### config.mk
export PLATFORM = sky130hd
export DESIGN_NAME = i2c_init_sequencer
export DESIGN_NICKNAME = d
export VERILOG_FILES = /design/src/rtl/i2c_init_sequencer.sv
export SDC_FILE = /design/constraint.sdc
export NUM_CORES = 1
export LEC_CHECK = 0
export ABC_AREA = 0
export ABC_CLOCK_PERIOD_IN_PS = 1700
export BUFFER_PORTS_ARGS = -buffer_cell sky130_fd_sc_hd__buf_2
export CAP_MARGIN = 20
export CORE_ASPECT_RATIO = 0.8
export CORE_MARGIN = 1
export CORE_UTILIZATION = 52
export DETAILED_ROUTE_END_ITERATION = 6
export HOLD_SLACK_MARGIN = 0.08
export PLACE_DENSITY = 0.91
export REMOVE_ABC_BUFFERS = 1
export SETUP_SLACK_MARGIN = 0.02
export SLEW_MARGIN = 20
export SYNTH_ARGS = -nofsm -noshare
export SYNTH_HDL_FRONTEND = slang
export SYNTH_SLANG_ARGS = --single-unit
### constraint.sdc
create_clock -name clk -period 1.7 [get_ports clk]
set_clock_uncertainty 0.1 [all_clocks]
set_input_delay 0.17 -clock clk [delete_from_list [all_inputs] [get_ports clk]]
set_output_delay 0.17 -clock clk [all_outputs]
set_load 0.03 [all_outputs]
### src/rtl/i2c_init_sequencer.sv
// i2c_init_sequencer
// Configures the audio codec over the single-master I2C controller. After a
// power-up delay it issues one two-byte write ({reg, data}) per entry of an
// external combinational table. Once the table is exhausted it serves runtime
// register writes from a host port. This block owns the controller's enable,
// mode, address and byte inputs.
//
// Handshakes:
//   host_req/host_ack : host_req is a level held by the host until host_ack.
//                       host_reg/host_data are sampled in the cycle the request
//                       is accepted (IDLE, table finished, controller ready).
//                       host_ack pulses for one cycle once the STOP has
//                       completed. A host_req still high in the cycle after
//                       host_ack is a new request.
//   i2c_enable/ready  : a transaction is launched only while i2c_ready=1.
//                       Enable stays high across both bytes and drops after
//                       the second byte. The STOP is complete when i2c_ready
//                       returns high. The next byte is presented when i2c_wip
//                       falls, which is inside the controller's ACK window.
module i2c_init_sequencer #(
    parameter logic [6:0] DEV_ADDR       = 7'h1A,
    parameter int         NUM_ENTRIES    = 10,
    parameter int         IDX_W          = 5,
    parameter int         POWERUP_CYCLES = 1000,
    parameter int         GAP_CYCLES     = 16
) (
    input  logic             clk,
    input  logic             reset,
    output logic [IDX_W-1:0] table_index,
    input  logic [15:0]      table_entry,
    input  logic             host_req,
    input  logic [7:0]       host_reg,
    input  logic [7:0]       host_data,
    output logic             host_ack,
    output logic             i2c_enable,
    output logic             i2c_mode,
    output logic [6:0]       i2c_addr,
    output logic [7:0]       i2c_byte,
    input  logic             i2c_ready,
    input  logic             i2c_wip,
    output logic             busy,
    output logic             init_done,
    output logic [2:0]       state_dbg
);

    typedef enum logic [2:0] {
        S_PWRUP     = 3'd0,
        S_IDLE      = 3'd1,
        S_LAUNCH    = 3'd2,
        S_REG_BYTE  = 3'd3,
        S_DATA_BYTE = 3'd4,
        S_STOPPING  = 3'd5,
        S_GAP       = 3'd6
    } state_t;

    // One shared counter serves both the power-up wait and the inter-transaction gap.
    localparam int CNT_MAX_RAW = (POWERUP_CYCLES > GAP_CYCLES) ? POWERUP_CYCLES : GAP_CYCLES;
    localparam int CNT_MAX     = (CNT_MAX_RAW < 1) ? 1 : CNT_MAX_RAW;
    localparam int CNT_W       = $clog2(CNT_MAX + 1);

    localparam logic [CNT_W-1:0] PWR_LAST = CNT_W'(POWERUP_CYCLES - 1);
    localparam logic [CNT_W-1:0] GAP_LAST = CNT_W'(GAP_CYCLES - 1);
    localparam logic [IDX_W-1:0] LAST_IDX = IDX_W'(NUM_ENTRIES - 1);

    state_t           state;
    state_t           state_nx;
    logic [CNT_W-1:0] cnt;
    logic [CNT_W-1:0] cnt_nx;
    logic             wip_q;
    logic             wip_fall;
    logic             launch_ok;
    logic [7:0]       cur_reg;
    logic [7:0]       cur_reg_nx;
    logic [7:0]       cur_data;
    logic [7:0]       cur_data_nx;
    logic             host_owned;
    logic             host_owned_nx;
    logic [IDX_W-1:0] table_index_nx;
    logic             init_done_nx;
    logic             i2c_enable_nx;
    logic [7:0]       i2c_byte_nx;
    logic             host_ack_nx;

    assign i2c_mode  = 1'b1;
    assign i2c_addr  = DEV_ADDR;
    assign state_dbg = state;

    // A byte has finished shifting when write-in-progress drops.
    assign wip_fall  = wip_q & ~i2c_wip;

    // The table has absolute priority; host requests wait until init is done.
    assign launch_ok = i2c_ready & (~init_done | host_req);

    // State register
    always_ff @(posedge clk or posedge reset) begin
        if (reset) begin
            state <= S_PWRUP;
        end else begin
            state <= state_nx;
        end
    end

    // Next-state decode
    always_comb begin
        state_nx = state;
        case (state)
            S_PWRUP:     if (cnt == PWR_LAST) state_nx = S_IDLE;
            S_IDLE:      if (launch_ok)       state_nx = S_LAUNCH;
            S_LAUNCH:                         state_nx = S_REG_BYTE;
            S_REG_BYTE:  if (wip_fall)        state_nx = S_DATA_BYTE;
            S_DATA_BYTE: if (wip_fall)        state_nx = S_STOPPING;
            S_STOPPING:  if (i2c_ready)       state_nx = S_GAP;
            S_GAP:       if (cnt == GAP_LAST) state_nx = S_IDLE;
            default:                          state_nx = S_PWRUP;
        endcase
    end

    // Output decode: busy plus next values of the registered outputs and datapath
    always_comb begin
        busy           = 1'b0;
        cnt_nx         = '0;
        cur_reg_nx     = cur_reg;
        cur_data_nx    = cur_data;
        host_owned_nx  = host_owned;
        table_index_nx = table_index;
        init_done_nx   = init_done;
        i2c_enable_nx  = i2c_enable;
        i2c_byte_nx    = i2c_byte;
        host_ack_nx    = 1'b0;
        case (state)
            S_PWRUP: begin
                if (cnt != PWR_LAST) cnt_nx = cnt + CNT_W'(1);
            end
            S_IDLE: begin
                if (launch_ok) begin
                    if (!init_done) begin
                        cur_reg_nx    = table_entry[15:8];
                        cur_data_nx   = table_entry[7:0];
                        host_owned_nx = 1'b0;
                    end else begin
                        cur_reg_nx    = host_reg;
                        cur_data_nx   = host_data;
                        host_owned_nx = 1'b1;
                    end
                end
            end
            S_LAUNCH: begin
                busy          = 1'b1;
                i2c_byte_nx   = cur_reg;
                i2c_enable_nx = 1'b1;
            end
            S_REG_BYTE: begin
                busy = 1'b1;
                if (wip_fall) i2c_byte_nx = cur_data;
            end
            S_DATA_BYTE: begin
                busy = 1'b1;
                if (wip_fall) i2c_enable_nx = 1'b0;
            end
            S_STOPPING: begin
                busy = 1'b1;
                if (i2c_ready) begin
                    if (host_owned) begin
                        host_ack_nx   = 1'b1;
                        host_owned_nx = 1'b0;
                    end else if (table_index == LAST_IDX) begin
                        init_done_nx  = 1'b1;
                    end else begin
                        table_index_nx = table_index + IDX_W'(1);
                    end
                end
            end
            S_GAP: begin
                if (cnt != GAP_LAST) cnt_nx = cnt + CNT_W'(1);
            end
            default: begin
                cnt_nx = '0;
            end
        endcase
    end

    // Datapath, wip history and registered outputs
    always_ff @(posedge clk or posedge reset) begin
        if (reset) begin
            cnt         <= '0;
            wip_q       <= 1'b0;
            cur_reg     <= 8'h00;
            cur_data    <= 8'h00;
            host_owned  <= 1'b0;
            table_index <= '0;
            init_done   <= 1'b0;
            i2c_enable  <= 1'b0;
            i2c_byte    <= 8'h00;
            host_ack    <= 1'b0;
        end else begin
            cnt         <= cnt_nx;
            wip_q       <= i2c_wip;
            cur_reg     <= cur_reg_nx;
            cur_data    <= cur_data_nx;
            host_owned  <= host_owned_nx;
            table_index <= table_index_nx;
            init_done   <= init_done_nx;
            i2c_enable  <= i2c_enable_nx;
            i2c_byte    <= i2c_byte_nx;
            host_ack    <= host_ack_nx;
        end
    end

endmodule
* After elaboration in Yosys (flattened, before gate mapping)
Index checks and enable logic that the tools add are counted.
** Word-level totals
- Register bits after elaboration :: 47
- Bits of input ports :: 37
- Output and inout port bits :: 28
- Logic and storage cells :: 73
** Operators by class
- Add/sub/neg operators :: 2
- Eq/ne operators :: 17
- Mux-type cells :: 24
- Bitwise logic cells :: 7
- Reduce and logical (&&, ||, !) cells :: 12
** Operators with widths (count)
- two-way mux 8 bit :: 3
- case mux 3 bit (7 select lines) :: 1
- two-way mux 10 bit :: 2
- case mux 10 bit (2 select lines) :: 1
- two-way mux 3 bit :: 6
- case mux 8 bit (2 select lines) :: 1
- != test 2 bit (second input constant) :: 6
- adder 10 x 1 -> 10 bit (second input constant) :: 1
- == test 10 bit (second input constant) :: 1
- == test 10 x 4 -> 1 bit (second input constant) :: 1
- != test 10 bit (second input constant) :: 1
- != test 10 x 4 -> 1 bit (second input constant) :: 1
- == test 3 bit (second input constant) :: 3
- two-way mux 1 bit :: 8
- AND reduction 4 bit :: 2
- == test 3 x 2 -> 1 bit (second input constant) :: 2
- AND reduction 2 bit :: 3
- AND reduction 6 bit :: 1
- nonzero test 2 bit :: 3
- adder 5 x 1 -> 5 bit (second input constant) :: 1
- == test 5 x 4 -> 1 bit (second input constant) :: 1
- inverter 1 bit :: 4
- case mux 1 bit (2 select lines) :: 2
- OR reduction 4 bit :: 1
- 5 further kinds :: 6

* Logic depth before layout (Yosys ltp)
Gate-level depths: netlist (run 1).
- Depth after elaboration :: 5
- Mapped depth :: 6
- Depth with buffers taken out :: 6

* Least setup slack after synthesis (run 1)
Ideal clock, no wire load.
- Kind :: register -> register
- Start point :: register state[2], in the netlist state_dbg[2]
- End point :: register cnt[2]
- Setup time :: 0.153 ns
- Data arrival time :: 1.432 ns
- Required time :: 1.447 ns
- Slack :: 0.015 ns
- Stages on the path, launching flop included :: 4
- Path buffers :: 1
- Clock period less this slack :: 1.685 ns
- Cell sequence :: dfrtp_1 clkbuf_8 xor2_1 nor3_1
** Between the ends
- Longest elaborated chain between the ends :: 2
- Elaborated cells between the ends (all ways) :: 3
- Classes of those cells :: 1 x eq/ne; 1 x mux; 1 x reduce/logical
** Ends and longest elaborated chain
- from (decl) :: line 65 : state_t state;
- from (signal assigned) :: line 99 : state <= state_nx;
- == test 3 bit or zero test 3 bit (tied branches) :: line 130 : case (state)
- case mux 10 bit (2 select lines) * :: line 130
- via cnt_nx[2] :: line 68 : logic [CNT_W-1:0] cnt_nx;
- to (signal assigned) :: line 196 : cnt <= cnt_nx;
- to (decl) :: line 67 : logic [CNT_W-1:0] cnt;
The timed path passes the listed nets; every way through them passes the cells marked *.
A chain may end at the register's enable or synchronous reset.

* Worst setup path after layout (run 1)
- Start point :: register cnt[0]
- End point :: register cnt[5]
** Between the ends
- Longest elaborated chain between the ends :: 3
- Elaborated cells between the ends (all ways) :: 6
- Classes of those cells :: 1 x add/sub; 2 x eq/ne; 3 x mux
** Ends and longest elaborated chain (line)
- adder 10 x 1 -> 10 bit (tied with other cells) :: 132, 174
- two-way mux 10 bit (on tied branches) :: 174, 132
- case mux 10 bit (2 select lines) * :: 130
- via cnt_nx[5] :: 68
Marked as above.

==> impl_metrics.py, run 1 <==
metrics = {
    "place": {
        "gp_congestion": 0.810,
        "placed_cell_area_um2": 2740,
        "dp_hpwl_um": 3400,
        "placement.io_buffers": 56,
    },
    "setup_path": {
        "ff2ff_setup_slack_ps": 110,
        "critPathKind": "reg2reg",
        "arrival_ps": 1670,
        "r2r_cells": 6,
        "critPathCaptureType": "register",
        "required_ps": 1780,
        "timing.rr.start": "cnt[0]",
        "rr_endpoint": "cnt[5]",
        "crit_path_start": "cnt[0]",
        "cp_max_fo": 6,
        "cp-start-kind": "register",
    },
    "synth": {
        "postSynth.asyncResetShare": 1.00,
        "syn_area_um2": 2410,
        "yosysWarnings": 0,
        "synth.area.top_cells": "dfrtp_1 (49%), mux2i_1 (10%), nor2_1 (6.2%)",
        "synth.largest_area_cell": "dfrtp_1",
        "postSynthCellCount": 226,
        "ys.flop_type": "dfrtp_1",
        "syn_avg_cell_area_um2": 10.7,
        "synth_top_area_frac": 0.489,
        "synth_edf_count": 0,
        "synth_commonest_cells": "dfrtp_1 (47), nor2_1 (40), a21oi_1 (27)",
        "synth_most_common_cell": "dfrtp_1",
        "seq_area_frac_synth": 0.489,
        "synth_cell_types": 41,
        "synth_seq_cells": 47,
    },
    "pwr": {
        "pwr_density_cell_nw_per_um2": 1510,
        "vdd.ir_drop.worst_mv": 1.09,
        "leakagePower_nw": 1.44,
    },
    "global_routing": {
        "grt_busiest_layer": "met2",
        "grt_max_degree": 33,
        "grt_pass1_vias": 1913,
        "grt_util_met1": 0.282,
        "grt_pass1_wl_um": 8800,
        "antenna_found_initial": 0,
        "track_usage": 0.234,
        "globalRouteMet2Util": 0.406,
        "grt_overflow": 0,
        "use_met3": 0.0409,
    },
    "min_path": {
        "holdPathStages": 3,
        "holdCritStartpoint": "host_data[6]",
        "hp-class": "in2reg",
        "whs_endpoint": "cur_data[6]",
    },
    "layout": {
        "largest_reg_flops": 10,
        "seq_area_um2": 1180,
        "antenna_cells": 0,
        "final_area_um2": 3110,
        "nets": 352,
        "fill_cells": 317,
        "multi_input_area_um2": 1130,
        "top_register": "cnt",
        "area_growth_pct": 29.1,
        "drive_above_1_share": 0.300,
    },
    "cts": {
        "clockRootBuffer": "clkbuf_8",
        "cts_max_path_buffers": 2,
        "insertion_delay_ps": 290,
        "cts_buffers": 5,
        "clock_sinks": 47,
        "cts_tree": "done",
        "clk_pin_slew_worst_paths_ps": 80,
        "htreeDepth": 2,
    },
    "die": {
        "core_region_area_um2": 4310,
        "dieArea_um2": 4910,
        "io_pins": 65,
        "fp.dieH_um": 62.9,
        "die_w_um": 78.1,
        "initial_utilization": 0.559,
        "placementRows": 21,
    },
    "timing": {
        "setup_viol": 0,
        "hold_viol_final": 0,
        "drv_slew": 0,
        "fin_crit_sh": 0.933,
        "tightest_slew_ps": 499,
        "fmax_ghz": 0.631,
        "rsz0062_at_grt": "no",
        "relSlewSlack": 0.663,
        "holdWs_ps": 84.8,
        "layout_min_cycle_time_ps": 1590,
    },
    "routing": {
        "drt_iter0_drc": 88,
        "ant_nets": 0,
        "drcViolationCount": 0,
        "drt_wl_total_um": 5390,
        "drtPass1Iterations": 4,
        "wire_per_inst_um": 14.6,
        "num_vias": 1933,
        "via_per_inst": 5.22,
    },
    "job": {
        "drv_cap": 0,
    },
    "outcome": {
        "status": "completed",
    },
}
critical path, cell delays in order (launching register included):
cell	delay, ps
dfrtp_1	400
ha_4	160
and3_4	210
and3_4	210
a2bb2oi_4	210
buf_12	140
nor2_1	40
placed cells by master, fill, tap and decap left out, types with 2 or more instances in the layout:
master          n
buf_2          56
dfrtp_1        46
nor2_1         40
a21oi_1        27
mux2i_1        25
dlygate4sd3_1  20
buf_4          14
conb_1          8
xor2_1          7
clkbuf_8        6
xnor2_1         5
nand4_1         5
nand2b_1        4
nand3b_1        4
nor3_1          3
nand3_1         3
nand2_1         3
and2b_1         2
o21ai_0         2
and3_4          2
nor2b_1         2
and3_1          2
ha_1            2
buf_12          2
worst max path at each step:
stage | endpoint | slack [ps] | cells past startpoint
after floorplan | cur_data[0] | -700 | 3
after global placement | state_dbg[0] | 90 | 5
after detailed placement | state_dbg[0] | 10 | 5
after CTS | cnt[1] | 30 | 6
after global routing | cur_reg[3] | 30 | 6
final | cnt[5] | 110 | 6
metrics by stage:
stage	instances	utilization	total power [mW]	setup slack (ps)	TNS, ps
3_5_place_dp	337	0.635	3.77	11.8	0
4_1_cts	366	0.709	4.58	25.3	0
3_3_place_gp	337	0.635	3.66	85.1	0
2_1_floorplan	213	-	3.12	-704	-11330
5_1_grt	370	0.721	5.00	27.0	0
6_report	370	0.721	4.68	114	0
area by class of cell:
| cell class | instances | area share |
|---|---|---|
| clock buffers | 6 | 0.0266 |
| clock inverters | 2 | 0.00523 |
| inverters | 2 | 0.00242 |
| multi-input cells | 164 | 0.363 |
| flip-flops and latches | 47 | 0.379 |
| well taps | 57 | 0.0229 |
| repair buffers | 92 | 0.201 |
cell families (layout without fill, tap and decap cells):
group                    Yosys count  in the layout  share of synthesized area
adder cells (fa/ha/maj)            3              3                     0.0156
buffers and inverters             21            102                     0.0644
multiplexers                      26             26                      0.109
AO/OA/AOI/OAI                     35             35                     0.0884
other                              2              8                    0.00312
flip-flops                        47             47                      0.489
XOR/XNOR                          12             12                     0.0437
AND/OR/NAND/NOR                   80             80                      0.188
power breakdown:
part / switching, mW / internal [mW] / leakage (nW)
clock network: 0.368 / 0.332 / 0.0474
logic: 1.30 / 0.895 / 0.830
registers: 0.275 / 1.51 / 0.562
what timing repair did:
| item | 4_1_cts | 5_1_grt |
|---|---|---|
| resized for setup | 1 | 4 |
| setup buffers | 1 | 4 |
| cloned | 0 | 0 |
| pin swaps | 0 | 1 |
| endpoints found under the hold margin | 29 | 0 |
| hold buffers | 20 | 0 |
| setup endpoints to repair | 2 | 9 |
per-layer routing:
metal  up-vias  wire [µm]
met4         0        136
met2        65       2850
met3        12        256
met1       915       2150
li1        941          -
met5         -          0
Power figures use the tool's default switching activity.
==> run 2, diff against run 1 <==
Settings changed: GPL_TIMING_DRIVEN set to 0, MAX_ROUTING_LAYER set to met4.
==> impl_metrics.py, run 2 (same netlist as run 1, synthesis figures left out) <==
metrics = {
    "outcome": {
        "status": "completed",
    },
    "die": {
        "dieArea_um2": 4910,
        "fp.dieH_um": 62.9,
        "io_pins": 65,
        "die_w_um": 78.1,
        "initial_utilization": 0.559,
        "placementRows": 21,
        "core_region_area_um2": 4310,
    },
    "timing": {
        "drv_slew": 0,
        "fmax_ghz": 0.610,
        "holdWs_ps": 83.5,
        "layout_min_cycle_time_ps": 1640,
        "hold_viol_final": 0,
        "tns_ps": 0,
        "layout_setup_ws_ps": 60.6,
        "setup_viol": 0,
        "rsz0062_at_grt": "no",
        "fin_crit_sh": 0.964,
    },
    "setup_path": {
        "arrival_ps": 1730,
        "required_ps": 1790,
        "cp_max_fo": 4,
        "cp_common_cell": "and3_4",
        "ff2ff_setup_slack_ps": 60,
        "critPathCaptureType": "register",
        "crit_chain": "ha_2 -> and3_4 -> and3_4 -> a2bb2oi_4 -> buf_4 -> nor2_1",
        "cp-start-kind": "register",
        "critPathKind": "reg2reg",
        "worst_path_max_delay_cell": "dfrtp_1",
        "slowest_delay_ps": 370,
    },
    "global_routing": {
        "use_met3": 0.0482,
        "track_usage": 0.248,
        "antenna_found_initial": 0,
        "grt_pass1_wl_um": 9000,
        "grt_busiest_layer": "met2",
        "grt_max_degree": 32,
        "grt_util_met1": 0.286,
        "grt_pass1_vias": 1895,
        "grt_overflow": 0,
        "globalRouteMet2Util": 0.436,
    },
    "cts": {
        "clk_pin_slew_worst_paths_ps": 80,
        "clockRootBuffer": "clkbuf_8",
        "cts_buffers": 5,
        "clock_sinks": 47,
        "htreeDepth": 2,
        "insertion_delay_ps": 300,
        "cts_tree": "done",
        "cts_max_path_buffers": 2,
    },
    "pwr": {
        "vdd.ir_drop.worst_mv": 1.49,
        "p_clk_frac": 0.161,
        "p_sw_frac": 0.410,
        "p_int_mw": 2.88,
        "p_comb_frac": 0.465,
        "total_power_mw": 4.88,
        "pwr_density_cell_nw_per_um2": 1580,
        "p_switching_mw": 2.00,
        "leakagePower_nw": 1.43,
        "p_seq_frac": 0.374,
    },
    "place": {
        "placed_cell_area_um2": 2670,
        "dp_slack_ps": -482,
        "gp_congestion": 0.819,
        "dp_hpwl_um": 3320,
        "placement.io_buffers": 56,
        "place_inst": 328,
    },
    "routing": {
        "wire_per_inst_um": 15.5,
        "num_vias": 1976,
        "drcViolationCount": 0,
        "ant_nets": 0,
        "drtPass1Iterations": 4,
        "drt_wl_total_um": 5670,
        "via_per_inst": 5.40,
        "drt_iter0_drc": 183,
    },
    "layout": {
        "layout.cells.non_filler": 366,
        "final_cell_mix": "buf_2 (56), dfrtp_1 (42), nor2_1 (39)",
        "utilization": 0.716,
        "nets": 349,
        "drive_above_1_share": 0.324,
        "antenna_cells": 0,
        "largest_reg_flops": 10,
        "layout_commonest_cell": "buf_2",
        "top_register": "cnt",
        "area_growth_pct": 28.2,
        "final_area_um2": 3090,
    },
    "job": {
        "drv_cap": 0,
    },
    "min_path": {
        "hp-class": "in2reg",
    },
}
-- run 2: cell count changes in the layout (fill, tap and decap cells not counted), sizes merged --
cell,before,now
buf,72,75
bufinv,0,1
clkinv,1,0
clkinvlp,1,0
dlygate4sd3,20,14
-- run 2: power groups by stage --
stage | Sequential (mW) | Clock, mW | Combinational (mW)
4_1_cts | 1.84 | 0.795 | 2.11
2_1_floorplan | 2.13 | 0 | 0.983
6_report | 1.82 | 0.786 | 2.27
3_5_place_dp | 1.88 | 0 | 1.80
5_1_grt | 1.88 | 0.857 | 2.46
3_3_place_gp | 1.84 | 0 | 1.69
-- run 2: worst max-delay path: cells and delay by family (launching register included) --
family | cells | cell delay (ps)
adder cells (fa/ha/maj) | 1 | 210
flip-flops | 1 | 370
AND/OR/NAND/NOR | 3 | 480
AO/OA/AOI/OAI | 1 | 190
buffers and inverters | 1 | 170
-- run 2: what timing repair did --
action / in CTS / in global routing
buffers inserted: 11 / 6
hold buffers: 12 / 2
gates resized for setup: 6 / 5
endpoints found under the setup margin: 33 / 28
pin swaps: 1 / 0
hold endpoints to repair: 23 / 1
-- run 2: area by class of cell --
type | instances | area (µm²)
sequential | 47 | 1180
timing repair buffer | 89 | 592
inverter | 2 | 7.51
clock inverter | 1 | 30.0
clock buffer | 6 | 72.6
multi-input combinational | 164 | 1130
tap | 57 | 71.3
fill | 299 | 1220
-- run 2: layer usage --
layer | up-vias | wire, µm
li1 | 926 | -
met1 | 958 | 2280
met2 | 78 | 3010
met3 | 14 | 276
met4 | 0 | 105
met5 | - | 0
-- run 2: path summary, 6_finish.rpt --
| kind | depth (start not counted) | from | to |
|---|---|---|---|
| max | 6 | cnt[0] | cnt[4] |
| min | 3 | table_entry[14] | cur_reg[6] |
| max reg2reg | 6 | cnt[0] | cnt[4] |
| min reg2reg | 2 | i2c_byte[4] | i2c_byte[4] |
| max in group asynchronous | 4 | reset | cnt[4] |
| min in group asynchronous | 3 | reset | cur_data[0] |
